**src/rtl/tdm_demux4_pkg.sv**
```systemverilog
// Shared TDM link definitions: channel count, slot index width and FSM state codes.
package tdm_demux4_pkg;

  localparam int unsigned N_CH   = 4;
  localparam int unsigned SLOT_W = 2;

  typedef enum logic {
    ST_HUNT = 1'b0,
    ST_LOCK = 1'b1
  } state_t;

endpackage

```
**src/rtl/tdm_demux4_slot_timer.sv**
```systemverilog
// Cycle-within-slot and slot-within-frame counters for the TDM receiver.
module tdm_demux4_slot_timer
  import tdm_demux4_pkg::*;
#(
  parameter int unsigned SLOT_CYC = 1
) (
  input  logic              clk,
  input  logic              rst_n,
  input  logic              i_run,
  output logic [SLOT_W-1:0] o_slot,
  output logic              o_sample_tick_c,
  output logic              o_frame_end_c,
  output logic              o_at_frame_start_c
);

  localparam int unsigned     CYC_W    = (SLOT_CYC > 1) ? $clog2(SLOT_CYC) : 1;
  localparam logic [CYC_W-1:0] CYC_LAST = CYC_W'(SLOT_CYC - 1);

  logic [CYC_W-1:0]  r_cyc;
  logic [SLOT_W-1:0] r_slot;

  assign o_slot             = r_slot;
  assign o_sample_tick_c    = (r_cyc == CYC_LAST);
  assign o_frame_end_c      = o_sample_tick_c && (r_slot == SLOT_W'(N_CH - 1));
  assign o_at_frame_start_c = (r_cyc == '0) && (r_slot == '0);

  // Counters advance while running and collapse to frame start otherwise.
  always_ff @(posedge clk or negedge rst_n) begin
    if (!rst_n) begin
      r_cyc  <= '0;
      r_slot <= '0;
    end else if (!i_run) begin
      r_cyc  <= '0;
      r_slot <= '0;
    end else if (o_sample_tick_c) begin
      r_cyc  <= '0;
      r_slot <= r_slot + SLOT_W'(1);
    end else begin
      r_cyc  <= r_cyc + CYC_W'(1);
    end
  end

endmodule

```
**src/rtl/tdm_demux4.sv**
```systemverilog
// 4-channel TDM receiver: frame-sync hunt, flywheel lock and parallel frame output.
module tdm_demux4
  import tdm_demux4_pkg::*;
#(
  parameter int unsigned SLOT_CYC = 1,
  parameter int unsigned MISS_MAX = 2
) (
  input  logic              clk,
  input  logic              rst_n,
  input  logic              din,
  input  logic              fsync,
  output logic [N_CH-1:0]   q,
  output logic              q_valid,
  output logic              locked,
  output logic              sync_err,
  output logic [SLOT_W-1:0] slot
);

  localparam int unsigned MISS_W = $clog2(MISS_MAX + 1);

  state_t            r_state;
  state_t            w_state_nxt;
  logic [MISS_W-1:0] r_miss;
  logic [MISS_W-1:0] w_miss_inc;
  logic [N_CH-2:0]   r_shadow;
  logic [SLOT_W-1:0] w_slot;
  logic              w_sample_tick;
  logic              w_frame_end;
  logic              w_at_start;
  logic              w_fault;
  logic              w_drop;
  logic              w_run;
  logic              w_sample;
  logic              w_deliver;

  tdm_demux4_slot_timer #(
    .SLOT_CYC (SLOT_CYC)
  ) u_timer (
    .clk                (clk),
    .rst_n              (rst_n),
    .i_run              (w_run),
    .o_slot             (w_slot),
    .o_sample_tick_c    (w_sample_tick),
    .o_frame_end_c      (w_frame_end),
    .o_at_frame_start_c (w_at_start)
  );

  assign slot       = w_slot;
  assign w_miss_inc = r_miss + MISS_W'(1);

  always_ff @(posedge clk or negedge rst_n) begin
    if (!rst_n) r_state <= ST_HUNT;
    else        r_state <= w_state_nxt;
  end

  always_comb begin
    w_state_nxt = r_state;
    case (r_state)
      ST_HUNT: if (fsync)  w_state_nxt = ST_LOCK;
      ST_LOCK: if (w_drop) w_state_nxt = ST_HUNT;
      default:             w_state_nxt = ST_HUNT;
    endcase
  end

  // A sync fault is fsync present off frame start, or absent at frame start.
  always_comb begin
    w_fault   = 1'b0;
    w_drop    = 1'b0;
    w_run     = 1'b0;
    w_sample  = 1'b0;
    w_deliver = 1'b0;
    if (r_state == ST_LOCK) begin
      w_fault = w_at_start ^ fsync;
      w_drop  = w_fault && (w_miss_inc == MISS_W'(MISS_MAX));
      w_run   = !w_drop;
    end else begin
      w_run   = fsync;
    end
    w_sample  = w_run && w_sample_tick;
    w_deliver = w_sample && w_frame_end;
  end

  always_ff @(posedge clk or negedge rst_n) begin
    if (!rst_n) begin
      r_miss   <= '0;
      r_shadow <= '0;
      q        <= '0;
      q_valid  <= 1'b0;
      locked   <= 1'b0;
      sync_err <= 1'b0;
    end else begin
      q_valid  <= w_deliver;
      sync_err <= w_fault;
      locked   <= (w_state_nxt == ST_LOCK);
      if (r_state == ST_HUNT || w_drop) begin
        r_miss <= '0;
      end else if (w_fault) begin
        r_miss <= w_miss_inc;
      end else if (w_at_start) begin
        r_miss <= '0;
      end
      if (!w_run) begin
        r_shadow <= '0;
      end else begin
        for (int unsigned i = 0; i < N_CH - 1; i++) begin
          if (w_sample && (w_slot == SLOT_W'(i))) r_shadow[i] <= din;
        end
      end
      if (w_deliver) q <= {din, r_shadow};
    end
  end

endmodule

```
**config.mk**
```make
export PLATFORM = sky130hd
export DESIGN_NAME = tdm_demux4
export DESIGN_NICKNAME = d
export VERILOG_FILES = /design/src/rtl/tdm_demux4_pkg.sv /design/src/rtl/tdm_demux4_slot_timer.sv /design/src/rtl/tdm_demux4.sv
export SDC_FILE = /design/constraint.sdc
export NUM_CORES = 1
export LEC_CHECK = 0
export CAP_MARGIN = 15
export CORE_AREA = 3 3 40 42
export CTS_BUF_LIST = sky130_fd_sc_hd__clkbuf_8
export CTS_CLUSTER_DIAMETER = 120
export DETAILED_ROUTE_END_ITERATION = 10
export DIE_AREA = 0 0 43 45
export PLACE_DENSITY = 0.84
export SYNTH_ARGS = -nofsm -noshare
export SYNTH_HDL_FRONTEND = slang
export SYNTH_SLANG_ARGS = --single-unit
export TNS_END_PERCENT = 5
```
**constraint.sdc**
```tcl
create_clock -name clk -period 3.8 [get_ports clk]
set_clock_uncertainty 0.15 [all_clocks]
set_input_delay 0.95 -clock clk [delete_from_list [all_inputs] [get_ports clk]]
set_output_delay 0.95 -clock clk [all_outputs]
set_load 0.05 [all_outputs]
```
==> flow_metrics.env <==
export IMPL_cp_max_fo=6
export IMPL_synthesis_area_um2=641
export IMPL_clockBufferDepth=2
export IMPL_clock_sinks=14
export IMPL_yosysWarningCount=0
export IMPL_tightest_slew_ns=0.602
export IMPL_synth_seq_cells=14
export IMPL_diodes=0
export IMPL_place_gp_congestion=0.701
export IMPL_core_area_um2=1280
export IMPL_synth_top_area_share_pct=54.7
export IMPL_r2r_start="u_timer.o_slot[0]$_DFF_PN0_"
export IMPL_tns_ns=0
export IMPL_grt_max_degree=15
export IMPL_fillers=114
export IMPL_die_area_um2=1940
export IMPL_synth_nets=60
export IMPL_worst_setup_path_type="flop to primary output"
export IMPL_synth_commonest_cells="dfrtp_1 (14), nor2_1 (7), ha_1 (5), inv_1 (5), mux2_2 (4)"
export IMPL_cp_slowest_cell="clkdlybuf4s50_1"
export IMPL_synth_avg_cell_area_um2=12.6
export IMPL_rsz0062_at_grt="false"
export IMPL_dr_pass1_iters=4
export IMPL_syn_inst=51
export IMPL_finalCritPeriodShare_pct=68.2
export IMPL_track_usage_pct=12.8
export IMPL_die_h_um=45
export IMPL_wl_per_cell_um=13.1
export IMPL_cp_start_kind="flop"
export IMPL_nNetsFinal=76
export IMPL_synth_distinct_cells=16
export IMPL_drive_gt1_share_pct=16.9
export IMPL_antenna_left=0
export IMPL_outcome="finished clean"
export IMPL_synth_most_common_cell="dfrtp_1"
export IMPL_cts_hold_fix_buffers=0
export IMPL_reg2reg_depth=5
export IMPL_rows=13
export IMPL_initial_utilization_pct=49.9
export IMPL_io_buffers=12
export IMPL_hold_depth=1
export IMPL_synthArstFlopShare_pct=100
export IMPL_cts_resized=0
export IMPL_critPathBufInv=1
export IMPL_fp_dieW_um=43
export IMPL_cpPeakStageDelay_ns=0.83
export IMPL_antenna_found_initial=0
export IMPL_grt_overflow_total=0
export IMPL_hold_start="r_shadow[1]$_DFFE_PN0P_"
export IMPL_routed_via_density=5.06
export IMPL_clockRootBuffer="clkbuf_8"
export IMPL_areaGrowthSynthToFinish_pct=27.3
export IMPL_worstSetupPathDepth=1
export IMPL_required_ns=2.70
export IMPL_drc=0
export IMPL_ys_seq_area_share_pct=54.7
export IMPL_cts_tree="done"
export IMPL_final_min_clock_period_ns=2.59
export IMPL_cap_violations=0
export IMPL_hpwl_um=761
export IMPL_drt_first_iter_violations=3
export IMPL_synth_top_cell_by_area="dfrtp_1"
export IMPL_worstSkewPairLatency_ns=0.24
export IMPL_grt_pass1_wl_um=1760
export IMPL_hp_class="flop to flop"
export IMPL_crit_family="buffers and inverters"
export IMPL_hold_violations=0
export IMPL_slew_viol_final=0
export IMPL_worstPathCellList="clkdlybuf4s50_1"
export IMPL_critPathCaptureType="primary output"
export IMPL_vias=405
export IMPL_routed_wl_um=1050
export IMPL_slew_headroom_pct=59.8
export IMPL_synthFlopType="dfrtp_1"
export IMPL_post_cts_buffers=0
export IMPL_grt_pass1_vias=396
export IMPL_setup_viol=0
export IMPL_max_freq_mhz=386
export IMPL_ios=13
export IMPL_clk_pin_slew_ns=0.05
export IMPL_htreeDepth=1
export IMPL_cts_inserted_buffers=3
export IMPL_cp_startpoint="locked$_DFF_PN0_"
export IMPL_worstPathArrival_ns=1.49
export IMPL_synth_area_leaders="dfrtp_1 (55%), ha_1 (9.8%), mux2_2 (7.0%), mux2i_1 (4.7%), nor2_1 (4.1%)"
export IMPL_synth_edf_count=0
stage by stage:
stage	utilization [%]	area, um2	hold WS, ns	instances	worst slack [ns]
after CTS	63.5	816	0.360	80	1.21
after global routing	63.5	816	0.372	80	1.15
after detailed placement	60.3	774	0.341	77	0.975
after global placement	60.3	774	0.337	77	1.02
final	63.5	816	0.361	80	1.21
after floorplan	-	641	0.329	51	1.53
layout by cell type, fill, tap and decap left out:
cell type	n
and4b_2	1
nor2b_1	1
or3_2	1
mux2i_1	3
xnor2_1	1
inv_1	5
nor2_1	7
and3b_2	1
or3_1	2
clkbuf_8	3
nand2_1	2
ha_1	5
clkdlybuf4s50_1	12
dfrtp_1	14
nor4b_4	1
a21boi_0	2
mux2_2	4
per-layer routing:
layer	vias up	track usage, %	share of wire [%]
met5	-	0	0
met4	0	7.23	1.1
met3	2	4.78	3.2
met2	10	19.5	49
met1	191	15.9	46
li1	202	-	-
final cells by class:
class	instances	area (um2)	area share (%)
repair buffers	12	120	14.7
multi-input cells	31	267	32.7
flip-flops and latches	14	350	42.9
inverters	5	18.8	2.30
clock buffers	3	41.3	5.06
well taps	15	18.8	2.30
flip-flops by register name (all words and copies together), names as in the netlist:
register	flops
r_shadow	3
sync_err	1
r_miss	2
locked	1
u_timer.o_slot	2
q	4
q_valid	1
worst paths after layout:
kind | end | slack (ns)
setup / recovery | locked | 1.21
hold / removal | q[1]$_DFFE_PN0P_ | 0.36
setup reg to reg | q[1]$_DFFE_PN0P_ | 1.72
hold reg to reg | q[1]$_DFFE_PN0P_ | 0.36
max in group asynchronous | q[3]$_DFFE_PN0P_ | 2.17
min in group asynchronous | u_timer.o_slot[1]$_DFF_PN0_ | 0.94
logic make-up after synthesis:
group                    share of synthesized area (%)
adder cells (fa/ha/maj)                           9.77
AO/OA/AOI/OAI                                     2.34
multiplexers                                      11.7
buffers and inverters                             3.71
XOR/XNOR                                          1.37
flip-flops                                        54.7
AND/OR/NAND/NOR                                   16.4
Power is not shown: default switching activity piles up to over one toggle a cycle in this logic, so the estimate is an artifact.
